<file path="src/rtl/rx_addr_filter_ctrl.sv">
// rtl/rx_addr_filter_ctrl.sv - RX destination-address filter sequencer (optional stats: RX_ADDR_FILTER_STATS_EN)
module rx_addr_filter_ctrl #(
   parameter logic [47:0] DEFAULT_MAC   = 48'h000000000000,
   parameter logic [2:0]  DEFAULT_FLAGS = 3'b000
) (
   input  logic        clk,
   input  logic        reset,
   input  logic        cfg_we,
   input  logic [47:0] cfg_mac,
   input  logic [2:0]  cfg_flags,
   input  logic        rx_valid,
   input  logic [7:0]  rx_data,
   input  logic        rx_sof,
   input  logic        rx_eof,
   input  logic        rx_error,
`ifdef RX_ADDR_FILTER_STATS_EN
   input  logic        stat_clr,
   output logic [15:0] stat_accept,
   output logic [15:0] stat_drop,
`endif
   output logic        verdict_valid,
   output logic        verdict_accept,
   output logic [1:0]  verdict_kind,
   output logic        busy
);

   typedef enum logic [1:0] {IDLE, ADDR, WAIT_EOF} state_t;

   state_t      state;
   logic [2:0]  byte_idx;
   logic [47:0] mac_reg;
   logic [2:0]  flags_reg;
   logic [47:0] snap_mac;
   logic [2:0]  snap_flags;
   logic        uc_ok;
   logic        bc_ok;
   logic        mc;
   logic        err;

   // a new frame may start in any state; its byte 0 is judged against the live config,
   // later bytes against the snapshot taken on that same byte
   logic        start;
   logic        cont;
   logic        eval;
   logic        abort;
   logic        last;
   logic        runt;
   logic [2:0]  eff_idx;
   logic [47:0] use_mac;
   logic [7:0]  exp_byte;
   logic        n_uc;
   logic        n_bc;
   logic        n_mc;
   logic        n_err;
   logic        full_accept;
   logic [1:0]  full_kind;

   assign start   = rx_valid & rx_sof;
   assign cont    = rx_valid & ~rx_sof & (state == ADDR);
   assign eval    = start | cont;
   assign abort   = start & (state == ADDR);
   assign eff_idx = start ? 3'd0 : byte_idx;
   assign use_mac = start ? mac_reg : snap_mac;
   assign last    = eval & (eff_idx == 3'd5);
   assign runt    = eval & rx_eof & (eff_idx != 3'd5);

   // pick the expected unicast byte for the current address position
   always_comb begin
      exp_byte = use_mac[47:40];
      case (eff_idx)
         3'd0:    exp_byte = use_mac[47:40];
         3'd1:    exp_byte = use_mac[39:32];
         3'd2:    exp_byte = use_mac[31:24];
         3'd3:    exp_byte = use_mac[23:16];
         3'd4:    exp_byte = use_mac[15:8];
         3'd5:    exp_byte = use_mac[7:0];
         default: exp_byte = use_mac[47:40];
      endcase
   end

   assign n_uc  = (start | uc_ok) & (rx_data == exp_byte);
   assign n_bc  = (start | bc_ok) & (rx_data == 8'hFF);
   assign n_mc  = start ? rx_data[0] : mc;
   assign n_err = (~start & err) | rx_error;

   // verdict for a frame whose sixth address byte is on the bus this cycle
   always_comb begin
      full_accept = ~n_err & (snap_flags[2] | n_uc | (n_bc & snap_flags[1]) |
                              (n_mc & ~n_bc & snap_flags[0]));
      if (n_err)     full_kind = 2'd3;
      else if (n_bc) full_kind = 2'd1;
      else if (n_uc) full_kind = 2'd0;
      else if (n_mc) full_kind = 2'd2;
      else           full_kind = 2'd3;
   end

   // framing FSM, config registers, address walk and registered verdict
   always_ff @(posedge clk) begin
      if (reset) begin
         state          <= IDLE;
         byte_idx       <= 3'd0;
         mac_reg        <= DEFAULT_MAC;
         flags_reg      <= DEFAULT_FLAGS;
         snap_mac       <= DEFAULT_MAC;
         snap_flags     <= DEFAULT_FLAGS;
         uc_ok          <= 1'b0;
         bc_ok          <= 1'b0;
         mc             <= 1'b0;
         err            <= 1'b0;
         verdict_valid  <= 1'b0;
         verdict_accept <= 1'b0;
         verdict_kind   <= 2'd0;
      end else begin
         if (cfg_we) begin
            mac_reg   <= cfg_mac;
            flags_reg <= cfg_flags;
         end

         verdict_valid <= 1'b0;
         if (last) begin
            verdict_valid  <= 1'b1;
            verdict_accept <= full_accept;
            verdict_kind   <= full_kind;
         end else if (abort | runt) begin
            verdict_valid  <= 1'b1;
            verdict_accept <= 1'b0;
            verdict_kind   <= 2'd3;
         end

         if (start) begin
            snap_mac   <= mac_reg;
            snap_flags <= flags_reg;
         end

         if (eval) begin
            uc_ok <= n_uc;
            bc_ok <= n_bc;
            mc    <= n_mc;
            err   <= n_err;
            if (last) begin
               state    <= rx_eof ? IDLE : WAIT_EOF;
               byte_idx <= 3'd0;
            end else if (rx_eof) begin
               state    <= IDLE;
               byte_idx <= 3'd0;
            end else begin
               state    <= ADDR;
               byte_idx <= eff_idx + 3'd1;
            end
         end else if ((state == WAIT_EOF) && rx_valid && rx_eof) begin
            state <= IDLE;
         end
      end
   end

   assign busy = (state != IDLE);

`ifdef RX_ADDR_FILTER_STATS_EN
   // saturating per-verdict counters; clear beats a same-cycle increment
   always_ff @(posedge clk) begin
      if (reset || stat_clr) begin
         stat_accept <= 16'd0;
         stat_drop   <= 16'd0;
      end else if (verdict_valid) begin
         if (verdict_accept) begin
            if (stat_accept != 16'hFFFF) stat_accept <= stat_accept + 16'd1;
         end else begin
            if (stat_drop != 16'hFFFF) stat_drop <= stat_drop + 16'd1;
         end
      end
   end
`endif

endmodule

</file>
<file path="config.mk">
export PLATFORM = sky130hd
export DESIGN_NAME = rx_addr_filter_ctrl
export DESIGN_NICKNAME = d
export VERILOG_FILES = /design/src/rtl/rx_addr_filter_ctrl.sv
export SDC_FILE = /design/constraint.sdc
export NUM_CORES = 1
export LEC_CHECK = 0
export ABC_AREA = 1
export BUFFER_PORTS_ARGS = -buffer_cell sky130_fd_sc_hd__buf_2
export CORE_MARGIN = 10
export CORE_UTILIZATION = 53
export CTS_BUF_LIST = sky130_fd_sc_hd__clkbuf_8
export DETAILED_ROUTE_END_ITERATION = 7
export GPL_TIMING_DRIVEN = 0
export HOLD_SLACK_MARGIN = 0.08
export PLACE_DENSITY_LB_ADDON = 0.1
export SLEW_MARGIN = 25
export SYNTH_ARGS = -nofsm -noshare
export SYNTH_HDL_FRONTEND = slang
export SYNTH_SLANG_ARGS = --single-unit
</file>
<file path="constraint.sdc">
create_clock -name clk -period 2.7 [get_ports clk]
set_input_delay 0.405 -clock clk [delete_from_list [all_inputs] [get_ports clk]]
set_output_delay 0.405 -clock clk [all_outputs]
set_load 0.02 [all_outputs]
</file>
# [After elaboration in Yosys (flattened, before gate mapping)]
# Cells that the tools add are included.
[op_classes] add_sub_neg=1 eq_ne=10 n_mux=21 n_bitwise=26 reduce_logical=5
[op_table] op="48-bit 2-to-1 mux" n=1
[op_table] op="8-bit case mux with 5 select lines" n=1
[op_table] op="2-bit 2-to-1 mux" n=9
[op_table] op="1-bit bitwise AND" n=14
[op_table] op="3-bit 2-to-1 mux" n=3
[op_table] op="8-bit equality test" n=1
[op_table] op="8-bit equality test (second input constant)" n=1
[op_table] op="1-bit OR" n=8
[op_table] op="1-bit 2-to-1 mux" n=7
[op_table] op="3-bit by 2-bit equality test with 1-bit output (second input constant)" n=2
[op_table] op="3-bit equality test (second input constant)" n=2
[op_table] op="2-bit nonzero test" n=3
[op_table] op="1-bit NOT" n=4
[op_table] op="3-bit by 1-bit adder with 3-bit output (second input constant)" n=1
[op_table] op="3-bit by 1-bit equality test with 1-bit output (second input constant)" n=1
[op_table] op="3-bit != test (second input constant)" n=1
[op_table] op="2-bit by 1-bit equality test with 1-bit output (second input constant)" n=1
[op_table] op="2-bit equality test (second input constant)" n=1
[op_table] op="1-bit logical AND" n=2
[word_totals] ff_bits=115 output_inout_bits=5 elab_cells=76

# [Depth between registers and ports, before layout]
# Gate-level depths: netlist (run 1).
[depth] depth_word=11 mapped_depth=24 ltp_nobuf=20

# [Worst setup path before layout (run 1)]
# No wires, ideal clock.
[synth_path] path_kind="input port to flip-flop" start="input rx_valid" end="register verdict_accept" setup_time_ns=0.070 arrival_time_ns=2.668 slack_ns=-0.038 path_stages=21 cell_sequence="buf_6 nand2_4 buf_6 buf_6 clkbuf_1 nand2_1 ha_1 nand2_4 nand2_1 nor2_2 buf_4 nand2_1 nand3_1 nand2_1 nor2_1 nand2_1 nor2_1 nand2_1 nand2_1 nand2_1 a21oi_1"
[synth_between] elab_chain_cells=11 elab_cells_between_ends=38 classes_between="eq/ne (7); mux (5); bitwise (25); reduce/logical (1)"
[synth_lines] item="start, declared" line="11" rtl="input logic rx_valid,"
[synth_lines] item="1-bit bitwise AND" line="58" rtl="assign start = rx_valid & rx_sof;"
[synth_lines] item="3-bit 2-to-1 mux" line="62" rtl="assign eff_idx = start ? 3'd0 : byte_idx;"
[synth_lines] item="3-bit equality test (tied with other cells)" line="64, 70"
[synth_lines] item="8-bit case mux with 5 select lines" line="70" rtl="case (eff_idx)"
[synth_lines] item="8-bit equality test" line="81" rtl="assign n_uc = (start | uc_ok) & (rx_data == exp_byte);"
[synth_lines] item="1-bit bitwise AND" line="81"
[synth_lines] item="1-bit OR (3 in a row)" line="88" rtl="full_accept = ~n_err & (snap_flags[2] | n_uc | (n_bc & snap_flags[1]) |"
[synth_lines] item="1-bit bitwise AND" line="88"
[synth_lines] item="1-bit 2-to-1 mux" line="120" rtl="if (last) begin"
[synth_lines] item="end signal, assigned" line="122" rtl="verdict_accept <= full_accept;"
[synth_lines] item="end, declared" line="22" rtl="output logic verdict_accept,"
# Several ways; a longest one is shown, not always the timed one.
# A chain may end at the register's enable or synchronous reset.

# [Worst setup path after layout (run 1)]
[layout_path] start="input rx_sof" end="register verdict_accept"
[layout_between] elab_chain_cells=11 elab_cells_between_ends=39 classes_between="eq/ne (7); mux (5); bitwise (26); reduce/logical (1)"
[layout_lines] item="start, declared" line="13" rtl="input logic rx_sof,"
[layout_lines] item="1-bit bitwise AND" line="58"
[layout_lines] item="3-bit 2-to-1 mux" line="62"
[layout_lines] item="3-bit equality test (tied with other cells)" line="64, 70"
[layout_lines] item="8-bit case mux with 5 select lines" line="70"
[layout_lines] item="8-bit equality test" line="81"
[layout_lines] item="1-bit bitwise AND" line="81"
[layout_lines] item="1-bit OR (3 in a row)" line="88"
[layout_lines] item="1-bit bitwise AND" line="88"
[layout_lines] item="1-bit 2-to-1 mux" line="120"
# Several ways; a longest one is shown, not always the timed one.

==> results of run 1 <==
[what timing repair did]
item                                   CTS  global route
pin swaps                                0             2
setup buffers                            0             3
setup endpoints to repair                4             4
endpoints found under the hold margin    0             0
gates resized for setup                  3            14
[power groups by stage]
stage	sequential, uW	clock (uW)	combinational [uW]
floorplan	1850	0	258
global placement	1860	0	383
detailed placement	1860	0	396
CTS	1830	1610	401
global route	1840	1690	464
finish	1830	1590	411
[metrics by stage]
step                      area (sq um)  util [%]  total power (uW)  hold slack, ns
after floorplan                   4946         -              2111          0.4245
after global placement            5430     59.33              2245          0.4398
after detailed placement          5430     59.33              2260          0.4447
after CTS                         5836     63.76              3838          0.1754
after global routing              5911     64.58              3993          0.1803
final                             5911     64.58              3832          0.1862
[cells in the final DEF, fill, tap and decap left out, drive strengths merged]
cell type	count
nor4	2
o21ai	84
nand4	2
or2	7
clkbuf	41
inv	53
a211oi	1
clkinvlp	3
buf	87
dfxtp	115
mux2i	6
ha	5
a21oi	48
nand3	33
nor3	2
nand2	169
nor2	143
bufinv	2
clkinv	4
a21boi	2
[per-layer routing]
metal | track usage (%) | routed length (um) | up-vias
li1 | - | - | 2430
met1 | 26.04 | 6180 | 2196
met2 | 34.73 | 6550 | 141
met3 | 5.804 | 887 | 34
met4 | 7.496 | 344 | 0
met5 | 0 | 0 | -
[critical path, cell delays in order]
cell and delay, ns:
buf_2 0.14, nand2_4 0.13, buf_6 0.18, buf_12 0.17, nand2_2 0.09, inv_1 0.11, ha_1 0.17, inv_2 0.07
nor2_4 0.17, inv_1 0.17, o21ai_1 0.16, nor2_1 0.06, nand2_1 0.12, nand3_1 0.09, nand2_1 0.08, nand2_1 0.05
nor2_1 0.11, nand2_2 0.11, nand2_1 0.08, nand2_1 0.05, a21oi_1 0.11
[cell type report]
cell class / count / area, sq um / area share [%]
buffer: 35 / 200.2 / 3.387
clock buffer: 21 / 289.0 / 4.890
clock inverter: 10 / 108.9 / 1.842
inverter: 52 / 195.2 / 3.302
multi-input combinational: 504 / 2296 / 38.84
sequential: 115 / 2302 / 38.95
tap: 111 / 138.9 / 2.350
timing repair buffer: 72 / 380.4 / 6.435
[path summary, 6_finish.rpt]
path | from | to | slack, ns | depth (start not counted)
worst max-delay path | rx_sof | verdict_accept$_SDFFE_PP0P_ | 0.24 | 21
worst min-delay path | cfg_mac[44] | mac_reg[44]$_SDFFE_PP0P_ | 0.19 | 3
worst max register to register | byte_idx[1]$_SDFFE_PP0N_ | verdict_accept$_SDFFE_PP0P_ | 0.51 | 17
worst min register to register | snap_flags[1]$_SDFFE_PP0P_ | snap_flags[1]$_SDFFE_PP0P_ | 0.45 | 2
[cell families (layout without fill, tap and decap cells)]
family          Yosys count  count (layout)  share of synthesized area (%)
flops                   115             115                          46.56
simple gates            358             358                          29.18
buf+inv                  88             190                          7.819
mux                       6               6                          1.215
fa+ha+maj                 5               5                          1.265
compound gates          135             135                          13.97
==> key figures, run 1 <==
Status
  • Status: complete, no violations

Critical path
  • Nature of the critical path startpoint: primary input
  • Critical Path RT: 3.06 ns
  • CP Capture Type: flop
  • Critical path class: in -> reg
  • Max Fanout on Critical Path: 19
  • Arrival time worst endpoint: 2.82 ns

Clock network
  • CTS tree: built
  • Num CTS Buffers: 17
  • Clock root buffer: clkbuf_8
  • Hold-fix buffers at CTS: 0
  • CTS Sinks: 115
  • Clk buf depth: 2
  • Worst-Skew Late Latency: 0.43 ns
  • CTS HTree Levels: 4
  • Worst-path clk slew: 0.07 ns

Floorplanning
  • Die X: 116.6 um
  • Core Footprint: 9153 sq um
  • Initial Util: 54.03%
  • I/O pin count: 71
  • Row count: 35
  • Die ar.: 13590 sq um
  • Die H: 116.6 um

Pwr
  • P_leak: 0.002824 uW
  • Net Switching: 987.8 uW
  • P_int: 2845 uW
  • Clock share of power: 41.5%
  • Net Sw Frac: 25.77%
  • Combinational Power Share: 10.7%
  • Peak VDD IR: 0.4140 mV
  • Sequential Power Share: 47.7%
  • Power per Cell Area: 648.4 nW/um^2

Global route
  • First-pass GRT wire length: 22510 um
  • Tot GR Track Use: 21.14%
  • Largest net degree at the start of global routing: 20
  • Vias in the first global route: 4692
  • Initial antenna violation count: 0
  • Grt ovf: 0

Synth
  • Post-synth top area cell: dfxtp_1
  • EDFF count, synth: 0
  • Syn nets: 778
  • Netlist cell types: 27
  • Synth cell count leaders: nand2_1 (166), nor2_1 (141), dfxtp_1 (115), o21ai_0 (67), inv_1 (51)
  • Top_reg_cell synth: dfxtp_1
  • Synth Register Bits: 115
  • Post-synthesis cell count: 707
  • Asr flop ratio synth: 0%
  • Area share of the largest cell type after synthesis: 46.56%
  • Post-Syn Area: 4945 sq um
  • Top cells by area, synth: dfxtp_1 (47%), nand2_1 (13%), nor2_1 (11%)
  • Count leader, synth: nand2_1
  • Yosys warns: 0
  • Seq/Total Area, Yosys: 46.56%
  • Syn Area/Cell: 6.994 sq um

Layout
  • Area growth syn-to-layout: 19.53%
  • Fillers: 894
  • N_diodes: 0
  • Fin cells: 920
  • Fin nets: 868
  • Layout cells sized above 1: 16.69%

Detailed routing
  • Vias per cell: 5.218
  • Initial drt markers: 271
  • Vias: 4801
  • DR pass1 iterations: 7
  • Routed length per placed instance: 15.18 um
  • Antenna-violating nets left: 0
  • DRC Markers: 0
  • Routed WL: 13960 um

Placed design
  • GP Congestion: 0.8877
  • Number of placed instances, taps included: 887
  • Detailed placement HPWL: 10210 um
  • Placement Setup Slack: -0.6454 ns
  • Port bufs: 69

STA
  • Final setup vio count: 0
  • Crit path setup slack, layout: 0.2407 ns
  • RSZ-0062 raised after global routing: no
  • Minimum clock period: 2.459 ns
  • Hold Vio Cnt, Final: 0
  • Measured slew at the worst slew-check pin: 0.6875 ns
  • Crit share post-route: 91.08%
  • Sum Neg Setup Slack: 0 ns
  • Max_slew headroom: 54.17%
  • Maximum clock rate: 406.6 MHz
  • Fin. max-slew vios: 0
  • Final worst clock skew: 0.01310 ns

Flow run
  • Max Cap Violations: 0

Min path
  • Hold WC Path Type: in -> reg
No activity file was read; power rests on OpenSTA's default activity.
==> inputs of run 2 (changes only) <==
- CORE_UTILIZATION: 53 -> 50
==> run 2 against run 1 <==
  * Sequential power about the same
  * Sequential share of layout area increased by 0.12 points
  * Setup slack lost 0.076 ns
  * Clock-buffer cell count up 3
  * Power is 1.8% lower
  * Clock skew is 0.0053 ns lower
  * Global-route usage is 1.7 points lower
  * Die area grew 5.0%
  * Register-to-register slack lost 0.05 ns
  * Worst hold slack improved by 0.0058 ns
  * Combinational power is 2% lower
  * Highest routed layer unchanged
==> key figures, run 2 (synthesized netlist as in run 1, its figures left out) <==
Status
  • Status: complete, no violations

Floorplanning
  • Row count: 36
  • Die ar.: 14270 sq um
  • Initial Util: 51.06%
  • Die X: 119.4 um
  • I/O pin count: 71
  • Core Footprint: 9684 sq um
  • Die H: 119.4 um

STA
  • Measured slew at the worst slew-check pin: 0.6541 ns
  • Hold Vio Cnt, Final: 0
  • Crit share post-route: 93.91%
  • Maximum clock rate: 394.4 MHz
  • Minimum clock period: 2.535 ns
  • RSZ-0062 raised after global routing: no
  • Sum Neg Setup Slack: 0 ns
  • Final worst clock skew: 0.007834 ns
  • Final setup vio count: 0
  • Max_slew headroom: 56.39%
  • Fin. max-slew vios: 0

Detailed routing
  • Routed WL: 13740 um
  • Vias per cell: 4.991
  • Initial drt markers: 334
  • Vias: 4697
  • DR pass1 iterations: 5
  • DRC Markers: 0
  • Antenna-violating nets left: 0
  • Routed length per placed instance: 14.61 um

Layout
  • Fillers: 958
  • Commonest non-fill, non-tap cell in the layout: nand2_1
  • Commonest non-fill, non-tap cells in the layout: nand2_1 (166), nor2_1 (140), dfxtp_1 (115)
  • N_diodes: 0
  • Fin nets: 866
  • Layout cells sized above 1: 15.72%
  • Final instance area: 5893 sq um
  • Area growth syn-to-layout: 19.18%

Clock network
  • Num CTS Buffers: 17
  • Clock root buffer: clkbuf_8
  • Worst-path clk slew: 0.07 ns
  • CTS tree: built
  • CTS Sinks: 115
  • Worst-Skew Late Latency: 0.43 ns
  • CTS HTree Levels: 4
  • Clk buf depth: 2

Critical path
  • Critical Path RT: 3.06 ns
  • Arrival time worst endpoint: 2.90 ns
  • Max Fanout on Critical Path: 19
  • Nature of the critical path startpoint: primary input
  • CP Capture Type: flop
  • Critical path class: in -> reg

Placed design
  • Detailed placement HPWL: 10080 um
  • GP Congestion: 0.8891
  • Port bufs: 69
  • Placed inst area: 5458 sq um

Pwr
  • Power per Cell Area: 638.3 nW/um^2
  • Peak VDD IR: 0.4750 mV
  • P_leak: 0.002828 uW

Global route
  • Vias in the first global route: 4670
  • First-pass GRT wire length: 22470 um
  • Tot GR Track Use: 19.42%
  • Initial antenna violation count: 0
  • Grt ovf: 0
  • Largest net degree at the start of global routing: 20

Min path
  • Hold WC Path Type: in -> reg

Flow run
  • Max Cap Violations: 0
==> run 2: cell types whose count changed in the layout (fill, tap and decap cells not counted), sizes merged <==
cell,previous run,this run
clkinvlp,3,0
clkbuf,41,44
inv,53,56
bufinv,2,1
buf,87,85
clkinv,4,3
==> run 2: cell type report <==
cell class,instances,area (sq um),share of cell area (%)
clock buffer,24,330.3,5.605
clock inverter,8,58.81,0.9979
inverter,52,195.2,3.312
tap,133,166.4,2.824
sequential,115,2302,39.07
timing repair buffer,70,352.8,5.987
buffer,35,200.2,3.397
multi-input combinational,504,2287,38.81
==> run 2: worst paths after layout <==
kind,from,end,slack (ns),depth (start not counted)
setup / recovery,rx_sof,verdict_accept$_SDFFE_PP0P_,0.16,21
setup reg to reg,byte_idx[0]$_SDFFE_PP0N_,verdict_accept$_SDFFE_PP0P_,0.46,17
hold reg to reg,snap_flags[1]$_SDFFE_PP0P_,snap_flags[1]$_SDFFE_PP0P_,0.45,2
hold / removal,cfg_mac[40],mac_reg[40]$_SDFFE_PP0P_,0.19,3
==> run 2: repair_timing <==
action	CTS	global route
hold buffers	0	0
setup endpoints to repair	4	4
hold endpoints to repair	0	0
buffers inserted	0	1
gates resized for setup	4	9
pin swaps	0	1
cloned	0	0
==> run 2: power breakdown <==
part	total (uW)	internal, uW	leakage, uW	switching, uW
logic	404	149	0.00166	255
registers	1830	1790	0.000946	38.8
clock network	1530	880	0.000221	649
==> run 2: metal layers <==
metal	vias to the layer above	global-route usage (%)	part of all wire, %
met5	-	0	0
met4	0	6.109	1.6
met3	23	5.432	6.1
met2	125	31.91	47
met1	2123	24.11	45
li1	2426	-	-
==> run 2: worst max-delay path: stages <==
cell and delay [ns]:
buf_2 0.15, nand2_4 0.11, buf_6 0.17, buf_12 0.16, nand2_1 0.14, inv_1 0.10
ha_1 0.19, inv_2 0.11, nand2_1 0.12, nor2_4 0.19, buf_6 0.16, nor2_1 0.05
nand2_1 0.12, nand3_1 0.10, nand2_1 0.08, nand2_1 0.04, nor2_1 0.09, nand2_1 0.14
nand2_1 0.09, nand2_1 0.05, a21oi_1 0.11
==> run 2: per-stage QoR <==
stage	total power [uW]	cells	hold slack (ns)	setup slack, ns	utilization, %
after floorplan	2111	707	0.4245	0.07877	-
after global placement	2246	909	0.4404	-0.6028	56.36
after detailed placement	2259	909	0.4415	-0.6338	56.36
after CTS	3767	940	0.1846	0.08606	60.50
after global routing	3931	941	0.1870	0.009849	60.85
final	3762	941	0.1919	0.1645	60.85
